**config.mk**
```make
export PLATFORM = sky130hd
export DESIGN_NAME = seq_chunk_subtractor
export DESIGN_NICKNAME = d
export VERILOG_FILES = /design/src/rtl/seq_chunk_subtractor.sv
export SDC_FILE = /design/constraint.sdc
export NUM_CORES = 1
export LEC_CHECK = 0
export CAP_MARGIN = 0
export CORE_ASPECT_RATIO = 1.1
export CORE_MARGIN = 10
export CORE_UTILIZATION = 45
export CTS_BUF_LIST = sky130_fd_sc_hd__clkbuf_2 sky130_fd_sc_hd__clkbuf_4 sky130_fd_sc_hd__clkbuf_8
export CTS_CLUSTER_SIZE = 25
export DETAILED_ROUTE_END_ITERATION = 12
export GPL_TIMING_DRIVEN = 0
export PLACE_DENSITY = 0.71
export SYNTH_ARGS = -nofsm -noshare
export SYNTH_HDL_FRONTEND = slang
export SYNTH_SLANG_ARGS = --single-unit
```
**constraint.sdc**
```tcl
create_clock -name clk -period 8.1 [get_ports clk]
set_input_delay 1.62 -clock clk [delete_from_list [all_inputs] [get_ports clk]]
set_output_delay 1.62 -clock clk [all_outputs]
set_load 0.01 [all_outputs]
```
**src/rtl/seq_chunk_subtractor.sv**
```systemverilog
`default_nettype none
// +----------------------------------------------------------------------------+
// | Module      : seq_chunk_subtractor                                          |
// | Description : Multi-cycle subtractor D = A - B - bin (mod 2^N), W bits per  |
// |               clock, least significant chunk first, with a registered       |
// |               borrow chaining the chunks. start/busy/done handshake plus    |
// |               borrow, signed-overflow and zero status flags.                |
// | Revision    : 1.0 - initial release                                         |
// +----------------------------------------------------------------------------+
module seq_chunk_subtractor #(
  parameter int N = 64,
  parameter int W = 16
) (
  input  logic         clk,
  input  logic         rst,
  input  logic         start,
  input  logic [N-1:0] a,
  input  logic [N-1:0] b,
  input  logic         bin,
  output logic         busy,
  output logic         done,
  output logic [N-1:0] diff,
  output logic         bout,
  output logic         ovf,
  output logic         zero
);

  localparam int K  = N / W;
  localparam int IW = (K > 1) ? $clog2(K) : 1;
  localparam logic [IW-1:0] LAST_IDX = IW'(K - 1);

  typedef enum logic [1:0] {
    S_IDLE = 2'd0,
    S_RUN  = 2'd1,
    S_DONE = 2'd2
  } state_t;

  state_t        state_q;
  logic [N-1:0]  a_q;
  logic [N-1:0]  b_q;
  logic [N-1:0]  diff_q;
  logic [N-1:0]  diff_d;
  logic          borrow_q;
  logic [IW-1:0] idx_q;
  logic          busy_q;
  logic          done_q;
  logic          bout_q;
  logic          ovf_q;
  logic          zero_q;

  logic [W-1:0]  a_chunk;
  logic [W-1:0]  b_chunk;
  logic [W:0]    sub_w;

  // Select the operand chunks addressed by the current chunk index
  always_comb begin
    a_chunk = '0;
    b_chunk = '0;
    for (int k = 0; k < K; k++) begin
      if (idx_q == IW'(k)) begin
        a_chunk = a_q[k*W +: W];
        b_chunk = b_q[k*W +: W];
      end
    end
  end

  // One W-bit subtract slice; bit W of the zero-extended result is the borrow out
  assign sub_w = {1'b0, a_chunk} - {1'b0, b_chunk} - {{W{1'b0}}, borrow_q};

  // Merge the fresh chunk into the accumulated difference
  always_comb begin
    diff_d = diff_q;
    for (int k = 0; k < K; k++) begin
      if (idx_q == IW'(k)) begin
        diff_d[k*W +: W] = sub_w[W-1:0];
      end
    end
  end

  // Control FSM with registered datapath and status outputs
  always_ff @(posedge clk or posedge rst) begin
    if (rst) begin
      state_q  <= S_IDLE;
      a_q      <= '0;
      b_q      <= '0;
      diff_q   <= '0;
      borrow_q <= 1'b0;
      idx_q    <= '0;
      busy_q   <= 1'b0;
      done_q   <= 1'b0;
      bout_q   <= 1'b0;
      ovf_q    <= 1'b0;
      zero_q   <= 1'b0;
    end else begin
      case (state_q)
        S_IDLE: begin
          done_q <= 1'b0;
          if (start) begin
            a_q      <= a;
            b_q      <= b;
            borrow_q <= bin;
            idx_q    <= '0;
            diff_q   <= '0;
            bout_q   <= 1'b0;
            ovf_q    <= 1'b0;
            zero_q   <= 1'b0;
            busy_q   <= 1'b1;
            state_q  <= S_RUN;
          end
        end
        S_RUN: begin
          diff_q   <= diff_d;
          borrow_q <= sub_w[W];
          idx_q    <= idx_q + 1'b1;
          if (idx_q == LAST_IDX) begin
            // Final chunk: flags are derived from the completed difference
            bout_q  <= sub_w[W];
            ovf_q   <= (a_q[N-1] != b_q[N-1]) && (diff_d[N-1] != a_q[N-1]);
            zero_q  <= (diff_d == '0);
            busy_q  <= 1'b0;
            done_q  <= 1'b1;
            state_q <= S_DONE;
          end
        end
        S_DONE: begin
          done_q  <= 1'b0;
          state_q <= S_IDLE;
        end
        default: begin
          busy_q  <= 1'b0;
          done_q  <= 1'b0;
          state_q <= S_IDLE;
        end
      endcase
    end
  end

  assign busy = busy_q;
  assign done = done_q;
  assign diff = diff_q;
  assign bout = bout_q;
  assign ovf  = ovf_q;
  assign zero = zero_q;

endmodule
`default_nettype wire
```
==> results of run 1 <==
## per-layer routing
layer  up-vias  part of all wire  wire length (µm)  track usage
li1       3779                 -                 -            -
met3        58             0.073              2148      0.05328
met4         4             0.025               733      0.06146
met1      3824              0.43             12760       0.2599
met5         -            0.0010                30            0
met2       281              0.47             13950       0.3324
## critical path, cell delays in order (launching register included)
cell and delay, ns:
dfrtp_1 0.41, inv_1 0.10, ha_1 0.36, clkbuf_1 0.61
clkbuf_1 0.45, nor2_1 0.10, a21oi_1 0.16, nor2_1 0.06
a21oi_1 0.15, o21ai_0 0.22, fa_1 0.43, inv_1 0.10
fa_1 0.60, nor4b_2 0.36, o21ai_1 0.10, a2111oi_0 0.43
nand4_1 0.15, a211o_1 0.26, o41ai_2 0.33, o21a_1 0.17
## registers in the layout (all words and copies together), names as in the netlist
name,cells
a_q,64
b_q,64
diff,64
idx_q,2
state_q,2
borrow_q,1
bout,1
busy,1
done,1
ovf,1
zero,1
## cell usage after synthesis (3+ instances only)
master,instances
nand2b_1,5
xnor2_1,8
nor3b_1,3
a21oi_1,95
xor2_1,5
a31oi_1,3
ha_1,32
o21ai_0,35
a21o_1,4
clkbuf_1,51
mux2_2,128
nand3b_1,4
a22o_1,56
or3_1,3
nand2_1,77
dfrtp_1,202
nor4_1,10
nor2b_1,3
nand3_1,5
nor2_1,100
mux2i_1,3
inv_1,38
nor3_1,4
o31ai_1,3
and2_1,8
buf_1,3
## area by class of cell
cell class,count,area (µm²),share of cell area
repair buffers,202,2057,0.1560
clock inverters,5,52.55,0.003985
clock buffers,54,661.9,0.05019
inverters,38,150.1,0.01139
well taps,295,369.1,0.02799
multi-input cells,636,4612,0.3497
plain buffers,57,230.2,0.01746
flip-flops and latches,202,5055,0.3833
## worst max path at each step
stage	startpoint	end	slack [ns]	cells past startpoint
3_5_place_dp	idx_q[1]$_DFFE_PP0P_	zero$_DFFE_PP0P_	2.55	19
6_report	idx_q[1]$_DFFE_PP0P_	zero$_DFFE_PP0P_	2.50	19
2_1_floorplan	rst	a_q[0]$_DFFE_PP0P_	0.97	1
5_1_grt	idx_q[1]$_DFFE_PP0P_	zero$_DFFE_PP0P_	2.15	19
4_1_cts	idx_q[1]$_DFFE_PP0P_	zero$_DFFE_PP0P_	2.53	19
3_3_place_gp	rst	b_q[11]$_DFFE_PP0P_	-1.72	2
## through the flow
| stage | cell area (µm²) | setup slack, ns | hold slack (ns) |
|---|---|---|---|
| final | 13190 | 2.502 | 0.4960 |
| after global routing | 13190 | 2.147 | 0.5096 |
| after CTS | 13190 | 2.533 | 0.4852 |
| after detailed placement | 12470 | 2.554 | 0.4726 |
| after global placement | 12410 | -1.719 | 0.4740 |
| after floorplan | 10040 | 0.9693 | 0.4806 |
## logic make-up (layout without fill, tap and decap cells)
| logic type | Yosys count | in the layout | synth area share |
|---|---|---|---|
| XOR/XNOR | 14 | 14 | 0.01296 |
| AND/OR/NAND/NOR | 234 | 234 | 0.1044 |
| flip-flops | 202 | 202 | 0.5035 |
| multiplexers | 131 | 131 | 0.1466 |
| adder cells (fa/ha/maj) | 34 | 34 | 0.04387 |
| buffers and inverters | 95 | 356 | 0.03714 |
| AO/OA/AOI/OAI | 223 | 223 | 0.1516 |
==> impl_results.md, run 1 <==
- Status: completed
- Hold Path Origin: diff[59]$_DFFE_PP0P_
- Synth top area cells: dfrtp_1, mux2_2, a22o_1
- Io pins: 201
- Cell Area, Synth: 10,040 µm²
- Fmax: around 180 MHz
- Mapped Cells: around 930
- WP data arrival: 6.05 ns
- Ys Warns: 0
- Die ar.: 28,690 µm²
- Fin crit period: 5.598 ns
- Die Wd: about 160 µm
- Final Max Slew Viols: 0
- Pre-antenna DRT Iters: 5
- Final wirelength: 29,610 µm
- Final setup violation count: 0
- Post-synth top flop: dfrtp_1
- Crit. End Element: flop
- Vias/cell: between 5 and 6
- Final Hold Violating Endpoints: 0
- Cell taking the most area after synthesis: dfrtp_1
- Die H: 176.7 µm
- Port Buf Inserts: 200
- DR DRC count: 0
- Number of enable flip-flop cells after synthesis: 0
- Post-DP HPWL: 22,760 µm
- Row count: 57
- CTS max path bufs: 3
- Synthesized area per cell: 10.76 µm²
- Syn-to-layout area delta: 31.36%
- Clock buffer count from CTS: 34
- Synth unique cells: 63
- Fill count: 1,836
- Post-synth ARST share: 1.000
- N_diodes: 0
- GR Overflow Total: 0
- Post-CTS sizing: 0
- Finished Layout Cells: ~1,500
- Post-route ant nets: 0
- Critical path data required time: around 8.6 ns
- GPL Wtd Cong: 0.8570
- CTS tree: yes
- Max-slew headroom: 0.4653
- Hold Crit Depth: 2
- Post-detailed-route wirelength per cell: approximately 20 µm
- CTS H-Tree Depth: 2
- Max-cap viol count: 0
- Vias post-DR: 7,946
- CP Class: reg2reg
- All-layer global routing usage: 0.2037
- Worst R2R Setup Slack: 2.50 ns
- Commonest non-fill, non-tap cell in the layout: dfrtp_1
- Reg2reg start: idx_q[1]$_DFFE_PP0P_
- R2r worst-path depth: 19
- # hold bufs at CTS: 0
- Dpl cells: 1,430
- Vias in the first global route: between 8,000 and 9,000
- Critical Path Fanout Max: 10
- RSZ-0062 raised after global routing: false
- RR Endpoint: zero$_DFFE_PP0P_
- Initial antenna violation count: 3
- Skew final: 0.03176 ns
- Worst skew pair latency: approximately 0.53 ns
- Initial core utilization: 0.4556
- Clk sinks: approximately 200
- Period Utilization, post-route: 0.6911
- CTS clk-pin slew, worst paths: 0.06 ns
- Post-synth top area share: 0.5035
- First DRT Iteration DRCs: between 400 and 500
- Layout cells sized above 1: 0.1759
- Seq/Total Area, Yosys: 0.5035
- Slew @ Worst Pin: 0.8020 ns
- Worst setup SP type: flop
- Root buffer cell: clkbuf_8
- Hold endpoint: diff[59]$_DFFE_PP0P_
- Core Footprint: 22,040 µm²
- Seq cells post-synth: 202
- # Post-CTS Setup Buffers: 0
- Setup TNS: 0 ns
- Post-layout util: 0.5984
- Mapped Nets: 1,099
- Worst Hold Class: reg2reg
- Global-route wire length before repair: 46,580 µm
- Largest net degree at the start of global routing: 76
- Most frequent cells in the layout: dfrtp_1, clkdlybuf4s50_1, mux2_2
- Final net count: 1,337
Power of run 1 is left out: the tool's default activity adds up to more than one toggle a clock period on the data nets, which glitch-free logic cannot reach.
==> run 2: changes to the inputs <==
--- a/config.mk
+++ b/config.mk
@@ -13,7 +13,7 @@
 export CTS_CLUSTER_SIZE = 25
 export DETAILED_ROUTE_END_ITERATION = 12
 export GPL_TIMING_DRIVEN = 0
-export PLACE_DENSITY = 0.71
+export PLACE_DENSITY = 0.74
 export SYNTH_ARGS = -nofsm -noshare
 export SYNTH_HDL_FRONTEND = slang
 export SYNTH_SLANG_ARGS = --single-unit
==> constraint.sdc (replaced) <==
create_clock -name clk -period 4.7 [get_ports clk]
set_input_delay 0.94 -clock clk [delete_from_list [all_inputs] [get_ports clk]]
set_output_delay 0.94 -clock clk [all_outputs]
set_load 0.01 [all_outputs]
==> impl_results.md, run 2 (same netlist as run 1, synthesis figures left out) <==
- Final setup violation count: 0
- Hold Path Origin: diff[48]$_DFFE_PP0P_
- Worst skew pair latency: 0.52 ns
- Die Wd: 162.4 µm
- Worst R2R Setup Slack: ~0.17 ns
- Final net count: between 1,000 and 1,500
- Final setup margin: 0.1711 ns
- GR Overflow Total: 0
- CTS tree: yes
- Row count: 57
- RR Endpoint: zero$_DFFE_PP0P_
- WP data arrival: ~5.0 ns
- CTS H-Tree Depth: 2
- Critical Path Fanout Max: 10
- Worst setup SP type: flop
- Period Utilization, post-route: 0.9636
- Global-route wire length before repair: 46,840 µm
- Worst slack, placed: -0.7941 ns
- Root buffer cell: clkbuf_8
- Core Footprint: roughly 22,000 µm²
- Slew @ Worst Pin: 0.8280 ns
- Most frequent cells in the layout: dfrtp_1, clkdlybuf4s50_1, mux2_2
- CP Buf/Inv Count: 5
- Die ar.: around 29,000 µm²
- Post-detailed-route wirelength per cell: 19.96 µm
- First DRT Iteration DRCs: 463
- Final wirelength: 29,920 µm
- Syn-to-layout area delta: 33.34%
- Worst Hold Class: reg2reg
- Status: completed
- Placed Area: 12,510 µm²
- Hold endpoint: diff[48]$_DFFE_PP0P_
- Die H: 176.7 µm
- CTS max path bufs: 3
- Reg2reg start: idx_q[1]$_DFFE_PP0P_
- Post-route ant nets: 0
- Max-cap viol count: 0
- Crit-path slowest cell: dfrtp_1
- Crit. End Element: flop
- Fmax: 220.8 MHz
- Hold Crit Depth: 2
- Fin crit period: roughly 4.5 ns
- CP cell instances: inv_1, ha_2, buf_6, buf_2, nor2_1, a21oi_1, nor2_1, a21oi_1, nor2_1, a21oi_2, fa_1, inv_1, fa_2, nor3b_2, o21ai_2, o31ai_2, buf_4, nand3b_1, xor2_1, and2_1, o41ai_2, o21a_1
- Post-DP HPWL: 23,020 µm
- R2r worst-path depth: 22
- CP Class: reg2reg
- Largest net degree at the start of global routing: 43
- Port Buf Inserts: 200
- Clock buffer count from CTS: 35
- Final instance area: 13,390 µm²
- CTS clk-pin slew, worst paths: 0.06 ns
- Vias post-DR: 8,021
- CP peak stage delay: 0.42 ns
- Vias in the first global route: between 8,000 and 9,000
- Initial antenna violation count: 1
- Layout cells sized above 1: 0.2103
- Clk sinks: 202
- RSZ-0062 raised after global routing: true
- Worst path top cell family by delay: compound AO/OA/AOI/OAI gates
- All-layer global routing usage: 0.2048
- Critical path data required time: 5.16 ns
- DR DRC count: 0
- Io pins: ~200
- Pre-antenna DRT Iters: 5
- GPL Wtd Cong: 0.8804
- Skew final: 0.01887 ns
- Final Max Slew Viols: 0
- Initial core utilization: 0.4556
- Final Hold Violating Endpoints: 0
- Max-slew headroom: 0.4480
- Worst path most repeated cell: nor2_1
- Vias/cell: 5.351
- Commonest non-fill, non-tap cell in the layout: dfrtp_1
run 2: cell types whose count changed in the layout (fill, tap and decap cells not counted), moves of 3 or more:
cell,before,now
clkbuf_2,1,7
clkbuf_4,13,19
clkbuf_1,51,32
a21oi_1,95,91
buf_2,0,3
a21oi_2,1,5
buf_4,0,5
buf_12,0,5
run 2: how the worst max path moves through the flow:
stage / slack [ns] / to / depth (start not counted) / start
floorplan: 0.57 / zero$_DFFE_PP0P_ / 19 / idx_q[1]$_DFFE_PP0P_
global placement: -0.75 / zero$_DFFE_PP0P_ / 20 / idx_q[1]$_DFFE_PP0P_
detailed placement: -0.79 / zero$_DFFE_PP0P_ / 18 / idx_q[1]$_DFFE_PP0P_
CTS: 0.002 / zero$_DFFE_PP0P_ / 20 / idx_q[1]$_DFFE_PP0P_
global route: -0.04 / borrow_q$_DFFE_PP0P_ / 21 / idx_q[1]$_DFFE_PP0P_
finish: 0.17 / zero$_DFFE_PP0P_ / 22 / idx_q[1]$_DFFE_PP0P_
run 2: cell type report:
class | count | area, µm²
timing repair buffer | 209 | 2132
multi-input combinational | 636 | 4677
sequential | 202 | 5055
buffer | 57 | 286.5
fill | 1796 | 8651
clock buffer | 55 | 681.9
tap | 295 | 369.1
antenna | 1 | 2.502
inverter | 38 | 146.4
clock inverter | 6 | 36.28
run 2: repair_timing:
action                                  in CTS  in global routing
setup buffers                                0                  4
endpoints found under the setup margin      46                 23
pin swaps                                    0                  3
hold endpoints to repair                     0                  0
hold buffers                                 0                  0
gates resized for setup                     23                 42
run 2: tightest hold or removal path, delay by kind of cell (launching register included):
family	cells	cell delay [ns]
AOI/OAI and AO/OA	1	0.06
DFF	1	0.35
and+or+nand+nor	1	0.05
run 2: per-stage QoR:
step / TNS [ns] / utilization / hold slack [ns] / cells
CTS: 0 / 0.6023 / 0.4901 / 1494
floorplan: 0 / - / 0.4806 / 933
global route: -0.08867 / 0.6073 / 0.5185 / 1498
finish: 0 / 0.6074 / 0.4903 / 1499
detailed placement: -10.86 / 0.5679 / 0.4773 / 1433
global placement: -92.42 / 0.5633 / 0.4731 / 1428
run 2: layer usage:
metal,global-route usage,share of wire
met1,0.2537,0.42
met2,0.3386,0.48
met3,0.05258,0.077
met4,0.07398,0.026
met5,0,0
Power of run 2 is left out for the same reason.
